===== config.mk =====
export PLATFORM = sky130hd
export DESIGN_NAME = core_launcher_flat
export DESIGN_NICKNAME = d
export VERILOG_FILES = /design/src/rtl/core_launcher_pkg.sv /design/src/rtl/core_launcher_if.sv /design/src/rtl/core_launcher_run_timer.sv /design/src/rtl/core_launcher.sv /design/src/flat_wrapper.sv
export SDC_FILE = /design/constraint.sdc
export NUM_CORES = 1
export LEC_CHECK = 0
export CAP_MARGIN = 15
export CORE_ASPECT_RATIO = 0.75
export CORE_MARGIN = 8
export CORE_UTILIZATION = 45
export DETAILED_ROUTE_END_ITERATION = 7
export HOLD_SLACK_MARGIN = 0.05
export PLACE_DENSITY = 0.88
export SYNTH_ARGS = -nofsm -noshare
export SYNTH_HDL_FRONTEND = slang
export SYNTH_SLANG_ARGS = --single-unit

===== constraint.sdc =====
create_clock -name clk -period 2.61 [get_ports clk]
set_clock_uncertainty 0.05 [all_clocks]
set_input_delay 0.522 -clock clk [delete_from_list [all_inputs] [get_ports clk]]
set_output_delay 0.522 -clock clk [all_outputs]
set_load 0.1 [all_outputs]

===== src/rtl/core_launcher_pkg.sv =====
// rtl/core_launcher_pkg.sv - shared types and constants for the core launcher
//
// Purpose: job-sequencer state encoding, HOLD length and default parameter values.
// Ports: none (package).
package core_launcher_pkg;

  typedef enum logic [2:0] {
    ST_IDLE = 3'd0,
    ST_LOAD = 3'd1,
    ST_HOLD = 3'd2,
    ST_RUN  = 3'd3,
    ST_DONE = 3'd4,
    ST_TOUT = 3'd5
  } state_t;

  // Core reset stays asserted this many cycles after the load completes.
  localparam int HOLD_CYCLES = 2;

  localparam int DEF_AW      = 8;
  localparam int DEF_LEN     = 64;
  localparam int DEF_BASE    = 0;
  localparam int DEF_TIMEOUT = 4096;
  localparam int DEF_CW      = 16;

endpackage


===== src/rtl/core_launcher_if.sv =====
// rtl/core_launcher_if.sv - byte-stream handshake bundle feeding the launcher
//
// Purpose: groups the source byte stream (valid/data/ready).
// Signals: in_valid (source byte valid), in_data[7:0] (byte), in_ready (launcher accepts).
// Modports: master = byte source, slave = launcher.
interface core_launcher_if;

  logic       in_valid;
  logic [7:0] in_data;
  logic       in_ready;

  modport master (output in_valid, output in_data, input in_ready);
  modport slave  (input in_valid, input in_data, output in_ready);

endinterface


===== src/rtl/core_launcher_run_timer.sv =====
// rtl/core_launcher_run_timer.sv - RUN-cycle counter with terminal-count compare
//
// Purpose: CW-bit counter with synchronous clear and enable.
// Ports: clk, reset (sync, active-high), clear, enable, count[CW-1:0],
//        tc (high when the next enabled increment reaches TIMEOUT).
module core_launcher_run_timer #(
  parameter int CW      = 16,
  parameter int TIMEOUT = 4096
) (
  input  logic          clk,
  input  logic          reset,
  input  logic          clear,
  input  logic          enable,
  output logic [CW-1:0] count,
  output logic          tc
);

  localparam logic [CW-1:0] TC_VAL = CW'(TIMEOUT - 1);

  always_ff @(posedge clk) begin
    if (reset || clear) begin
      count <= '0;
    end else if (enable) begin
      count <= count + 1'b1;
    end
  end

  // Compared one short so the abort happens on the edge where count lands on TIMEOUT.
  assign tc = (count == TC_VAL);

endmodule


===== src/rtl/core_launcher.sv =====
// rtl/core_launcher.sv - job sequencer: load data memory, pulse core, await done
//
// Purpose: accepts LEN bytes from src, writes them to data memory at BASE+index,
//          holds core reset for HOLD_CYCLES, pulses core_req, then waits for
//          core_done or TIMEOUT RUN cycles.
// Ports: clk, reset (sync, active-high), start, src (byte stream, slave),
//        mem_wr_en/mem_addr/mem_dat (data-memory write port), core_reset,
//        core_req, core_done, busy, finished, timeout, cycles, load_xor.
// Macro: CORE_LAUNCHER_CHECKSUM_EN enables the load_xor accumulator; otherwise 0.
module core_launcher
  import core_launcher_pkg::*;
#(
  parameter int AW      = DEF_AW,
  parameter int LEN     = DEF_LEN,
  parameter int BASE    = DEF_BASE,
  parameter int TIMEOUT = DEF_TIMEOUT,
  parameter int CW      = DEF_CW
) (
  input  logic                   clk,
  input  logic                   reset,
  input  logic                   start,
  core_launcher_if.slave         src,
  output logic                   mem_wr_en,
  output logic [AW-1:0]          mem_addr,
  output logic [7:0]             mem_dat,
  output logic                   core_reset,
  output logic                   core_req,
  input  logic                   core_done,
  output logic                   busy,
  output logic                   finished,
  output logic                   timeout,
  output logic [CW-1:0]          cycles,
  output logic [7:0]             load_xor
);

  // Index is one bit wider than the address so LEN = 2**AW is representable.
  localparam int            IW     = AW + 1;
  localparam logic [IW-1:0] LAST   = IW'(LEN - 1);
  localparam logic [AW-1:0] BASE_A = AW'(BASE);

  state_t        state_q, state_d;
  logic [IW-1:0] idx_q;
  logic [1:0]    hold_q;
  logic          in_ready;
  logic          accept;
  logic          start_ok;
  logic          run_tc;
  logic [CW-1:0] run_count;

  always_ff @(posedge clk) begin
    if (reset) begin
      state_q <= ST_IDLE;
      idx_q   <= '0;
      hold_q  <= '0;
    end else begin
      state_q <= state_d;
      if (start_ok) begin
        idx_q <= '0;
      end else if (accept) begin
        idx_q <= idx_q + 1'b1;
      end
      hold_q <= (state_q == ST_HOLD) ? hold_q + 1'b1 : 2'd0;
    end
  end

  always_comb begin
    state_d    = state_q;
    in_ready   = 1'b0;
    mem_dat    = '0;
    accept     = 1'b0;
    start_ok   = 1'b0;
    core_reset = 1'b1;
    busy       = 1'b0;
    case (state_q)
      ST_IDLE, ST_TOUT: begin
        if (start) begin
          start_ok = 1'b1;
          state_d  = ST_LOAD;
        end
      end
      ST_LOAD: begin
        busy     = 1'b1;
        in_ready = 1'b1;
        mem_dat  = src.in_data;
        if (src.in_valid) begin
          accept = 1'b1;
          if (idx_q == LAST) state_d = ST_HOLD;
        end
      end
      ST_HOLD: begin
        busy = 1'b1;
        if (hold_q == 2'(HOLD_CYCLES - 1)) state_d = ST_RUN;
      end
      ST_RUN: begin
        busy       = 1'b1;
        core_reset = 1'b0;
        // done takes priority over the timeout in the same cycle
        if (core_done) begin
          state_d = ST_DONE;
        end else if (run_tc) begin
          state_d = ST_TOUT;
        end
      end
      ST_DONE: begin
        // core left out of reset so its state can be read back
        core_reset = 1'b0;
        if (start) begin
          start_ok = 1'b1;
          state_d  = ST_LOAD;
        end
      end
      default: state_d = ST_IDLE;
    endcase
  end

  // Count freezes outside RUN, so it already equals the latched result in DONE/TOUT.
  core_launcher_run_timer #(
    .CW      (CW),
    .TIMEOUT (TIMEOUT)
  ) u_run_timer (
    .clk    (clk),
    .reset  (reset),
    .clear  (start_ok),
    .enable ((state_q == ST_RUN) && !core_done),
    .count  (run_count),
    .tc     (run_tc)
  );

  assign src.in_ready = in_ready;
  assign mem_wr_en    = accept;
  assign mem_addr     = BASE_A + idx_q[AW-1:0];
  // count is zero in RUN only on the entry cycle, which gives the one-cycle request
  assign core_req     = (state_q == ST_RUN) && (run_count == '0);
  assign finished     = (state_q == ST_DONE);
  assign timeout      = (state_q == ST_TOUT);
  assign cycles       = run_count;

`ifdef CORE_LAUNCHER_CHECKSUM_EN
  logic [7:0] xor_q;

  always_ff @(posedge clk) begin
    if (reset || start_ok) begin
      xor_q <= '0;
    end else if (accept) begin
      xor_q <= xor_q ^ src.in_data;
    end
  end

  assign load_xor = xor_q;
`else
  assign load_xor = '0;
`endif

endmodule


===== src/flat_wrapper.sv =====
// flat-port wrapper written by rule: the top's interface ports become plain ports
module core_launcher_flat import core_launcher_pkg::*;
#(
  parameter int AW      = DEF_AW,
  parameter int LEN     = DEF_LEN,
  parameter int BASE    = DEF_BASE,
  parameter int TIMEOUT = DEF_TIMEOUT,
  parameter int CW      = DEF_CW
)
  (clk, reset, start, mem_wr_en, mem_addr, mem_dat, core_reset, core_req, core_done, busy, finished, timeout, cycles, load_xor, src_in_valid, src_in_data, src_in_ready);
  core_launcher_if src_i ();
  input  logic clk;
  input  logic reset;
  input  logic start;
  output logic mem_wr_en;
  output logic [AW-1:0] mem_addr;
  output logic [7:0] mem_dat;
  output logic core_reset;
  output logic core_req;
  input  logic core_done;
  output logic busy;
  output logic finished;
  output logic timeout;
  output logic [CW-1:0] cycles;
  output logic [7:0] load_xor;
  input wire logic [$bits(src_i.in_valid)-1:0] src_in_valid;
  input wire logic [$bits(src_i.in_data)-1:0] src_in_data;
  output wire logic [$bits(src_i.in_ready)-1:0] src_in_ready;
  assign src_i.in_valid = src_in_valid;
  assign src_i.in_data = src_in_data;
  assign src_in_ready = src_i.in_ready;
  core_launcher #(.AW(AW), .LEN(LEN), .BASE(BASE), .TIMEOUT(TIMEOUT), .CW(CW)) u_core (.clk(clk), .reset(reset), .start(start), .src(src_i), .mem_wr_en(mem_wr_en), .mem_addr(mem_addr), .mem_dat(mem_dat), .core_reset(core_reset), .core_req(core_req), .core_done(core_done), .busy(busy), .finished(finished), .timeout(timeout), .cycles(cycles), .load_xor(load_xor));
endmodule

# Yosys cells after proc, flatten, opt, wreduce, memory -nomap -nowiden
# Index checks and enable logic that the tools add are counted.
# word_totals
ff_bits	30
out_inout_bits	47
in_bits	13
elab_cells	48
# op_classes
n_bitwise	1
reduce_logical	12
n_eq_ne	13
mux	15
addsub	3
# ops
op	n
2-to-1 mux 3 bit	6
adder 16 x 1 -> 16 bit (second input constant)	1
== test 16 x 12 -> 1 bit (second input constant)	1
zero test 16 bit	1
one-hot mux 3 bit (4 select lines)	1
adder 9 x 1 -> 9 bit (second input constant)	1
== test 9 x 6 -> 1 bit (second input constant)	1
2-to-1 mux 8 bit	1
2-to-1 mux 1 bit	7
== test 3 x 2 -> 1 bit (second input constant)	2
== test 3 bit (second input constant)	2
OR reduction 2 bit	3
OR reduction 3 bit	2
AND reduction 5 bit	1
inequality test 2 x 1 -> 1 bit (second input constant)	2
inequality test 2 bit (second input constant)	2
== test 3 x 1 -> 1 bit (second input constant)	1
zero test 3 bit	1
inequality test 3 x 2 -> 1 bit (second input constant)	1
adder 2 x 1 -> 2 bit (second input constant)	1
== test 2 x 1 -> 1 bit (second input constant)	1
logical AND 1 bit	2
zero test 1 bit	1
logical OR 1 bit	1
inverter 1 bit	1

# Longest topological paths before layout
# Gate-level depths: netlist of the first run.
# logic_depth
ltp_word	4
mapped_depth	7
mapped_depth_nobuf	7

# Modules after synthesis
# Synthesis of the first run repeated with hierarchy kept, for this count alone.
# hier_totals
hier_cells	210
hier_area_um2	1741.7
# by_module_without_submodules
module	area_each_um2	cells_each	instances	seq_area_each_um2
core_launcher	953.4	122	1	280.3
core_launcher_run_timer	788.3	88	1	320.3

# Worst setup path after synthesis of the first run
# Ideal clock, no wire load.
# synth_timing
path_type	register to output
start	reg u_core.u_run_timer.count[12]
end	out core_req
t_arrival_ns	4.290
path_slack_ns	-2.252
path_buffers	0
path_stages_with_launch	3
required_time_ns	2.038
cell_sequence	dfxtp_1 or4_4 nor4_1
# synth_between
elab_chain_cells	2
# synth_rtl
item	line_no	rtl
start: declaration	core_launcher_run_timer.sv:14	output logic [CW-1:0] count,
start signal: assignment	core_launcher_run_timer.sv:24	count <= count + 1'b1;
zero test 16 bit	core_launcher.sv:133	assign core_req = (state_q == ST_RUN) && (run_count == '0);
logical AND 1 bit	core_launcher.sv:133	
end: declaration	flat_wrapper.sv:19	output logic core_req;
# Every way passes these cells.

# Worst setup path after layout of the first run
# layout_timing
start	reg u_core.state_q[1]
end	out core_req
# layout_between
elab_chain_cells	2
# layout_rtl
item	line_no	rtl
start: declaration	core_launcher.sv:41	state_t state_q, state_d;
start signal: assignment	core_launcher.sv:56	state_q <= state_d;
== test 3 x 2 -> 1 bit	core_launcher.sv:133	
logical AND 1 bit	core_launcher.sv:133	
# Every way passes these cells.

==> flow_metrics.py, run 1 <==
metrics = {
    "status": {
        "status": "complete, no violations",
    },
    "logic_synthesis": {
        "yosys.cell_types.count": 39,
        "asyncSetResetFlopFracSynth_pct": 0,
        "number_of_enable_flip_flop_cells_after_synthesis": 0,
        "post_synth_xor_area_fraction_pct": 8.30,
        "post_synth_adder_cell_area_pct": 2.97,
        "netlist.area_leader.share_pct": 35.6,
        "synth_warnings": 0,
        "synth_top_cells_by_area": "dfxtp_1 (36%), buf_4 (7.1%), nor2_1 (5.6%)",
        "synth_top_area_cell": "dfxtp_1",
        "synth_top_family_by_area": "simple AND/OR/NAND/NOR gates",
        "synthesis.instances": 207,
        "synth_compound_area_share_pct": 8.67,
        "avgSynthCellArea_sq_um": 8.15,
        "ys_seq_elements": 30,
        "ys_dominant_reg_cell": "dfxtp_1",
        "post-synth-top-count-cell": "dfxtp_1",
        "synth_area_sq_um": 1690,
        "yosys-mux-area-fraction_pct": 0.593,
        "synth-seq-area-share_pct": 35.6,
        "synth_top_cells_by_count": "dfxtp_1 (30), nor2_1 (25), nand2_1 (17)",
        "synth_simple_gate_area_share_pct": 32.9,
    },
    "critical_path": {
        "slowest_delay_ns": 0.72,
        "timing.critical_path.to": "core_req",
        "endpoint_required_time_on_the_critical_path_ns": 2.04,
        "largest_delay_contributor_family_on_the_critical_path": "flip-flops",
        "path_class": "flip-flop to primary output",
        "timing.critical_path.slowest_stage_cell": "dfxtp_1",
        "path_max_fanout": 17,
        "crit_arrival_ns": 1.80,
        "crit_cells": 3,
        "rr_endpoint": "u_core.u_run_timer.count[14]",
        "start_kind": "flip-flop",
        "reg2reg_from": "u_core.state_q[1]",
        "crit_path_start": "u_core.state_q[1]",
        "worstPathBufferInverterCount": 1,
        "ff2ff_setup_slack_ns": 0.44,
        "timing.critical_path.to_type": "primary output",
        "worst_r2r_path_depth": 5,
        "worstPathCellList": "nand3_1 -> nor4_4 -> buf_12",
    },
    "clock_tree": {
        "clock_tree.buffer_depth": 2,
        "cts_resizes": 0,
        "hold_buffer_count_at_cts": 0,
        "post-cts-setup-buffers": 0,
        "h-tree-depth": 2,
        "clock_sinks": 30,
        "cts_made_buffers": 5,
        "clock_tree_from_tritoncts": "yes",
        "clk_pin_slew_ns": 0.07,
        "worstSkewPairLatency_ns": 0.29,
        "cts-root-buf": "clkbuf_8",
    },
    "grt": {
        "pin_count_of_the_biggest_net_entering_global_routing": 26,
        "initial_antenna_violation_count": 0,
        "global_route_wire_length_before_repair_mm": 7.49,
        "grt_util_all_layers_pct": 15.4,
        "congestion_overflow_gr": 0,
        "number_of_global_route_vias_before_repair": 1541,
    },
    "die": {
        "placement_rows": 19,
        "design.die.area_sq_um": 5990,
        "design.core.area_sq_um": 3640,
        "die_h_um": 69.0,
        "fp.dieW_um": 86.7,
        "top_level_ports": 60,
        "initial_core_util_pct": 46.4,
    },
    "finish": {
        "antenna-diode-count": 0,
        "layout-area-overhead-vs-synth_pct": 41.3,
        "drive_gt1_share_pct": 32.1,
        "layout.core_utilization_pct": 65.6,
        "nets": 268,
    },
    "timing": {
        "tightestPinTransition_ns": 0.630,
        "fin_crit_sh_pct": 90.8,
        "finalMaxSlewViolations": 0,
        "whs_ns": 0.381,
        "slew_headroom_pct": 57.9,
        "timing.final.hold_violations": 0,
        "maxClockFrequency_mhz": 422,
        "final_min_period_ns": 2.37,
        "finalSetupViolations": 0,
        "layout_setup_ws_ns": 0.239,
        "rsz0062_at_grt": "no",
    },
    "routing": {
        "routed_via_count": 1567,
        "viasPerCell": 5.15,
        "route.detailed.drc": 0,
        "wl_per_cell_um": 14.1,
        "drt_iter0_markers": 88,
        "drt-pass1-iter-count": 4,
        "number_of_nets_with_antenna_violations_after_detailed_routing": 0,
        "wl_mm": 4.28,
    },
    "pwr": {
        "power_per_cell_area_nw_per_um2": 787,
        "power_leakage_uw": 0.000916,
        "vdd_ir_drop_max_uv": 469,
    },
    "placement": {
        "port_buffers": 51,
        "gp_congestion": 0.839,
        "hpwlAfterDp_mm": 3.29,
        "place_ws_ns": 0.227,
    },
    "flow_run": {
        "timing.max_cap.violations": 0,
    },
    "min_path": {
        "min_path_type": "flip-flop to flip-flop",
        "hold_start": "u_core.hold_q[0]",
    },
}
==> per-stage QoR <==
stage | power (uW) | std cells | cell area, sq um | setup TNS (ns)
floorplan | 1200 | 214 | 1780 | -0.173
global placement | 1490 | 296 | 2290 | 0
detailed placement | 1500 | 296 | 2290 | 0
CTS | 1890 | 304 | 2380 | 0
global route | 1950 | 304 | 2380 | 0
finish | 1880 | 304 | 2380 | 0
==> power breakdown <==
part	total (uW)	internal (uW)	switching, uW
registers	518	473	44.7
clock network	389	211	177
logic	971	313	658
total	1880	997	880
==> how the worst min path moves through the flow <==
stage,cells after the start,endpoint,slack (ns)
5_1_grt,1,u_core.hold_q[0],0.40
3_3_place_gp,1,u_core.hold_q[0],0.36
2_1_floorplan,1,u_core.hold_q[0],0.35
4_1_cts,1,u_core.hold_q[0],0.38
6_report,1,u_core.hold_q[0],0.38
3_5_place_dp,1,u_core.hold_q[0],0.37
==> routing by layer <==
metal  global-route usage, %  vias to the layer above  routed length, um
met4                    7.81                        0                 86
met3                    5.33                        8                379
met2                    23.8                       60               1920
li1                        -                      773                  -
met5                       0                        -                  0
met1                    18.4                      726               1900
==> layout by cell type, fill, tap and decap left out, types with 2 or more instances in the layout <==
cell type,Yosys,layout
clkdlybuf4s50_1,0,12
and3_1,3,3
conb_1,1,8
and2_2,0,9
nor3_1,3,3
a31o_1,2,2
xor2_1,8,8
clkbuf_8,0,6
a21oi_1,9,8
nor4_1,4,3
and2_1,13,4
nor3b_1,2,2
o21ai_1,7,7
nand2_1,17,17
inv_1,8,8
ha_1,4,4
nor2b_1,2,2
nand3_1,6,6
buf_4,16,29
buf_12,0,13
nor2_1,25,23
and3b_1,2,2
xnor2_1,8,8
dfxtp_2,0,10
dfxtp_1,30,19
nand4_1,7,7
or3_1,6,6
nor4_4,1,2
nor4b_1,2,2
==> state kept, by name (all words and copies together) (netlist names) <==
signal	count
u_core.u_run_timer.count	16
u_core.idx_q	9
u_core.state_q	3
u_core.hold_q	2
==> layout make-up <==
| cell class | instances | area, sq um |
|---|---|---|
| fill | 279 | 1250 |
| clock inverter | 2 | 12.5 |
| sequential | 30 | 617 |
| tap | 52 | 65.1 |
| clock buffer | 6 | 82.6 |
| timing repair buffer | 54 | 598 |
| inverter | 8 | 30.0 |
| multi-input combinational | 152 | 980 |
==> cells by family (layout without fill, tap and decap cells) <==
| logic type | Yosys count | in the layout |
|---|---|---|
| AND/OR/NAND/NOR | 100 | 100 |
| buffers and inverters | 32 | 70 |
| flip-flops | 30 | 30 |
| AO/OA/AOI/OAI | 23 | 23 |
| XOR/XNOR | 16 | 16 |
| adder cells (fa/ha/maj) | 4 | 4 |
| other | 1 | 8 |
| multiplexers | 1 | 1 |
Note: power is estimated with default switching activity, not from simulation.
==> inputs of run 2 (changes only) <==
- GPL_TIMING_DRIVEN: not set -> 0
- PLACE_DENSITY: 0.88 -> 0.8
- SKIP_LAST_GASP: not set -> 1
==> flow_metrics.py, run 2 (same netlist as run 1, synthesis figures left out) <==
metrics = {
    "status": {
        "status": "complete, no violations",
    },
    "critical_path": {
        "start_kind": "flip-flop",
        "endpoint_required_time_on_the_critical_path_ns": 2.04,
        "path_max_fanout": 5,
        "crit_path_start": "u_core.idx_q[7]",
        "worstPathCellList": "buf_4 -> clkdlybuf4s50_1",
        "reg2reg_from": "u_core.state_q[2]",
        "timing.critical_path.to_type": "primary output",
        "timing.critical_path.slowest_stage_cell": "clkdlybuf4s50_1",
        "slowest_delay_ns": 1.12,
        "worstPathBufferInverterCount": 2,
        "path_class": "flip-flop to primary output",
        "largest_delay_contributor_family_on_the_critical_path": "buffers and inverters",
        "crit_arrival_ns": 1.97,
    },
    "min_path": {
        "hold_start": "u_core.hold_q[0]",
        "min_path_type": "flip-flop to flip-flop",
    },
    "die": {
        "design.die.area_sq_um": 5990,
        "design.core.area_sq_um": 3640,
        "top_level_ports": 60,
        "placement_rows": 19,
        "initial_core_util_pct": 46.4,
        "fp.dieW_um": 86.7,
        "die_h_um": 69.0,
    },
    "timing": {
        "finalSetupViolations": 0,
        "tightestPinTransition_ns": 0.984,
        "layout_setup_ws_ns": 0.0641,
        "final_min_period_ns": 2.55,
        "whs_ns": 0.372,
        "timing.final.hold_violations": 0,
        "maxClockFrequency_mhz": 393,
        "slew_headroom_pct": 34.2,
        "rsz0062_at_grt": "yes",
        "finalMaxSlewViolations": 0,
        "fin_crit_sh_pct": 97.5,
    },
    "flow_run": {
        "timing.max_cap.violations": 0,
    },
    "finish": {
        "nets": 288,
        "flip_flop_count_of_the_largest_register_after_layout": 16,
        "post-route-cell-area_sq_um": 2410,
        "top_register": "u_core.u_run_timer.count",
        "top_regs": "u_core.u_run_timer.count x16, u_core.idx_q x9, u_core.state_q x3",
        "layout.cells.most_common_list": "clkdlybuf4s50_1 (35), nor2_1 (23), dfxtp_1 (19), nand2_1 (17), buf_4 (17)",
        "antenna-diode-count": 0,
        "layout.core_utilization_pct": 66.2,
        "layout.cells.most_common": "clkdlybuf4s50_1",
        "layout-area-overhead-vs-synth_pct": 42.6,
        "drive_gt1_share_pct": 26.8,
    },
    "routing": {
        "routed_via_count": 1583,
        "route.detailed.drc": 0,
        "wl_per_cell_um": 13.3,
        "viasPerCell": 4.89,
        "drt-pass1-iter-count": 4,
        "drt_iter0_markers": 84,
        "wl_mm": 4.30,
        "number_of_nets_with_antenna_violations_after_detailed_routing": 0,
    },
    "clock_tree": {
        "cts_made_buffers": 5,
        "worstSkewPairLatency_ns": 0.28,
        "h-tree-depth": 2,
        "clock_tree.buffer_depth": 2,
        "clk_pin_slew_ns": 0.07,
        "clock_sinks": 30,
        "clock_tree_from_tritoncts": "yes",
        "cts-root-buf": "clkbuf_8",
        "post-cts-setup-buffers": 0,
    },
    "pwr": {
        "combinationalPowerShare_pct": 48.7,
        "net_switching_power_figure_uw": 852,
        "intPower_uw": 875,
        "power_per_cell_area_nw_per_um2": 718,
        "vdd_ir_drop_max_uv": 478,
        "p_seq_share_pct": 28.7,
        "power.share.clock_pct": 22.6,
        "power.switching_fraction_pct": 49.3,
        "power_leakage_uw": 0.000930,
    },
    "placement": {
        "hpwlAfterDp_mm": 3.27,
        "gp_congestion": 0.824,
        "port_buffers": 51,
        "place_ws_ns": -0.694,
        "postPlaceCellArea_sq_um": 2350,
    },
    "grt": {
        "pin_count_of_the_biggest_net_entering_global_routing": 11,
        "congestion_overflow_gr": 0,
        "number_of_global_route_vias_before_repair": 1461,
        "global_route_wire_length_before_repair_mm": 7.18,
        "initial_antenna_violation_count": 0,
        "grt_util_all_layers_pct": 14.7,
    },
}
-- run 2: changes by cell type in the layout (fill, tap and decap cells not counted) --
| cell | previous run | this run |
|---|---|---|
| clkbuf_1 | 0 | 5 |
| nor2b_1 | 2 | 1 |
| clkdlybuf4s15_2 | 0 | 2 |
| buf_12 | 13 | 0 |
| clkdlybuf4s50_1 | 12 | 35 |
| dlymetal6s2s_1 | 0 | 1 |
| clkbuf_4 | 0 | 2 |
| nor2b_4 | 0 | 1 |
| clkdlybuf4s18_2 | 0 | 1 |
| buf_2 | 0 | 11 |
| buf_4 | 29 | 17 |
-- run 2: final cells by class --
| cell class | instances | area (sq um) |
|---|---|---|
| inverter | 8 | 30.0 |
| buffer | 23 | 149 |
| fill | 318 | 1230 |
| sequential | 30 | 617 |
| multi-input combinational | 152 | 987 |
| tap | 52 | 65.1 |
| clock buffer | 6 | 82.6 |
| timing repair buffer | 51 | 463 |
| clock inverter | 2 | 12.5 |
-- run 2: final timing paths --
kind                           end  slack (ns)  depth (start not counted)
hold / removal    u_core.hold_q[0]        0.37                          1
hold reg to reg   u_core.hold_q[0]        0.37                          1
setup reg to reg   u_core.idx_q[2]        0.30                          6
setup / recovery       mem_addr[7]        0.06                          2
-- run 2: routing by layer --
layer / GRT usage, % / vias up / wire length (um)
li1: - / 813 / -
met1: 18.5 / 710 / 2080
met2: 21.7 / 56 / 1790
met3: 6.39 / 4 / 389
met4: 4.57 / 0 / 42
met5: 0 / - / 0
-- run 2: power groups by stage --
stage	clock network, uW	registers [uW]	logic (uW)
6_report	391	495	841
5_1_grt	419	501	885
4_1_cts	400	480	855
3_5_place_dp	0	490	888
3_3_place_gp	0	489	883
2_1_floorplan	0	491	713
-- run 2: stage by stage --
step           total power (uW)  setup TNS [ns]  instances
2_1_floorplan              1200          -0.173        214
3_3_place_gp               1370           -4.90        317
3_5_place_dp               1380           -5.11        317
4_1_cts                    1730          -0.144        325
5_1_grt                    1800         -0.0189        324
6_report                   1730               0        324
-- run 2: what timing repair did --
item                       4_1_cts  5_1_grt
hold buffers                     0        0
setup endpoints to repair       15       15
resized for setup               69       10
==> inputs of run 3 (changes only) <==
- SETUP_SLACK_MARGIN: not set -> 0.15
==> flow_metrics.py, run 3 (same netlist as run 1, synthesis figures left out) <==
metrics = {
    "timing": {
        "final_min_period_ns": 2.41,
        "finalMaxSlewViolations": 0,
        "fin_setup_tns_ns": 0,
        "layout_setup_ws_ns": 0.201,
        "rsz0062_at_grt": "no",
        "slew_headroom_pct": 34.7,
        "timing.final.hold_violations": 0,
        "finalSetupViolations": 0,
        "maxClockFrequency_mhz": 415,
        "tightestPinTransition_ns": 0.977,
        "fin_crit_sh_pct": 92.3,
    },
    "clock_tree": {
        "hold_buffer_count_at_cts": 0,
        "h-tree-depth": 2,
        "post-cts-setup-buffers": 0,
        "clock_tree_from_tritoncts": "yes",
        "clock_tree.buffer_depth": 2,
        "worstSkewPairLatency_ns": 0.28,
        "clock_sinks": 30,
        "clk_pin_slew_ns": 0.06,
        "cts-root-buf": "clkbuf_8",
        "cts_made_buffers": 5,
    },
    "routing": {
        "wl_mm": 4.06,
        "number_of_nets_with_antenna_violations_after_detailed_routing": 0,
        "drt-pass1-iter-count": 4,
        "route.detailed.drc": 0,
        "drt_iter0_markers": 141,
        "wl_per_cell_um": 12.5,
        "routed_via_count": 1570,
        "viasPerCell": 4.83,
    },
    "finish": {
        "top_regs": "u_core.u_run_timer.count x16, u_core.idx_q x9, u_core.state_q x3",
        "flip_flop_count_of_the_largest_register_after_layout": 16,
        "layout.cells.most_common_list": "clkdlybuf4s50_1 (26), buf_4 (24), nor2_1 (23), dfxtp_1 (18), nand2_1 (17)",
        "fill_cells": 320,
        "antenna-diode-count": 0,
        "drive_gt1_share_pct": 28.2,
        "layout.core_utilization_pct": 66.4,
        "nets": 289,
        "layout.cells.most_common": "clkdlybuf4s50_1",
        "layout-area-overhead-vs-synth_pct": 43.1,
        "post_layout_nonfiller_instances": 325,
        "top_register": "u_core.u_run_timer.count",
    },
    "die": {
        "fp.dieW_um": 86.7,
        "die_h_um": 69.0,
        "initial_core_util_pct": 46.4,
        "design.die.area_sq_um": 5990,
        "design.core.area_sq_um": 3640,
        "top_level_ports": 60,
        "placement_rows": 19,
    },
    "critical_path": {
        "worstPathCellList": "clkdlybuf4s50_1",
        "path_max_fanout": 5,
        "timing.critical_path.slowest_stage_cell": "clkdlybuf4s50_1",
        "timing.critical_path.to_type": "primary output",
        "worst_r2r_path_depth": 6,
        "worstPathBufferInverterCount": 1,
        "path_class": "flip-flop to primary output",
        "start_kind": "flip-flop",
        "crit_arrival_ns": 1.84,
        "reg2reg_from": "u_core.state_q[2]",
        "ff2ff_setup_slack_ns": 0.46,
        "slowest_delay_ns": 1.16,
        "largest_delay_contributor_family_on_the_critical_path": "buffers and inverters",
        "rr_endpoint": "u_core.idx_q[4]",
        "endpoint_required_time_on_the_critical_path_ns": 2.04,
    },
    "pwr": {
        "power.switching_fraction_pct": 48.7,
        "combinationalPowerShare_pct": 50.3,
        "p_total_uw": 1730,
        "power_leakage_uw": 0.000990,
        "power_per_cell_area_nw_per_um2": 718,
        "p_seq_share_pct": 27.7,
        "net_switching_power_figure_uw": 845,
        "intPower_uw": 890,
        "power.share.clock_pct": 22.1,
        "vdd_ir_drop_max_uv": 431,
    },
    "grt": {
        "number_of_global_route_vias_before_repair": 1478,
        "congestion_overflow_gr": 0,
        "initial_antenna_violation_count": 0,
        "global_route_wire_length_before_repair_mm": 6.89,
        "grt_util_all_layers_pct": 13.9,
        "pin_count_of_the_biggest_net_entering_global_routing": 11,
    },
    "placement": {
        "hpwlAfterDp_mm": 3.16,
        "port_buffers": 51,
        "place_inst": 317,
        "place_ws_ns": -0.660,
        "gp_congestion": 0.811,
    },
    "flow_run": {
        "timing.max_cap.violations": 0,
    },
    "min_path": {
        "hold_start": "u_core.hold_q[0]",
        "min_path_type": "flip-flop to flip-flop",
        "worstHoldEndpoint": "u_core.hold_q[0]",
        "worstHoldPathCells": 1,
    },
    "status": {
        "status": "complete, no violations",
    },
}
==> run 3: layout make-up <==
class / count / area, sq um / area share [%]
timing repair buffer: 51 / 464 / 19.2
buffer: 24 / 160 / 6.63
inverter: 8 / 30.0 / 1.24
clock inverter: 1 / 5.00 / 0.207
tap: 52 / 65.1 / 2.69
clock buffer: 7 / 86.3 / 3.57
multi-input combinational: 152 / 987 / 40.9
sequential: 30 / 618 / 25.6
==> run 3: how the worst max path moves through the flow <==
stage                 to  slack, ns  cells after the start                   startpoint
6_report       cycles[9]       0.20                      1  u_core.u_run_timer.count[9]
5_1_grt        cycles[0]       0.15                      1  u_core.u_run_timer.count[0]
4_1_cts         core_req       0.01                      5            u_core.state_q[0]
3_5_place_dp    core_req      -0.66                      5            u_core.state_q[0]
3_3_place_gp    core_req      -0.67                      5            u_core.state_q[0]
2_1_floorplan   core_req      -0.17                      2  u_core.u_run_timer.count[7]
==> run 3: power groups by stage <==
stage               Combinational [uW]  Sequential [uW]  Clock [uW]
finish                             872              480         383
global route                       916              482         410
CTS                                868              480         388
detailed placement                 887              490           0
global placement                   885              489           0
floorplan                          714              491           0
==> run 3: per-layer routing <==
layer / GRT usage [%] / wire (um) / vias up
li1: - / - / 814
met1: 18.9 / 2060 / 684
met2: 19.0 / 1580 / 66
met3: 5.33 / 365 / 6
met4: 5.14 / 53 / 0
met5: 0 / 0 / -
==> run 3: per-stage QoR <==
| stage | hold WS, ns | instance area, sq um |
|---|---|---|
| after CTS | 0.381 | 2400 |
| after floorplan | 0.349 | 1780 |
| final | 0.375 | 2420 |
| after global placement | 0.359 | 2360 |
| after detailed placement | 0.372 | 2360 |
| after global routing | 0.390 | 2420 |
==> run 3: timing repair <==
action / CTS / global route
resized for setup: 89 / 18
endpoints found under the setup margin: 24 / 25
pin swaps: 0 / 0
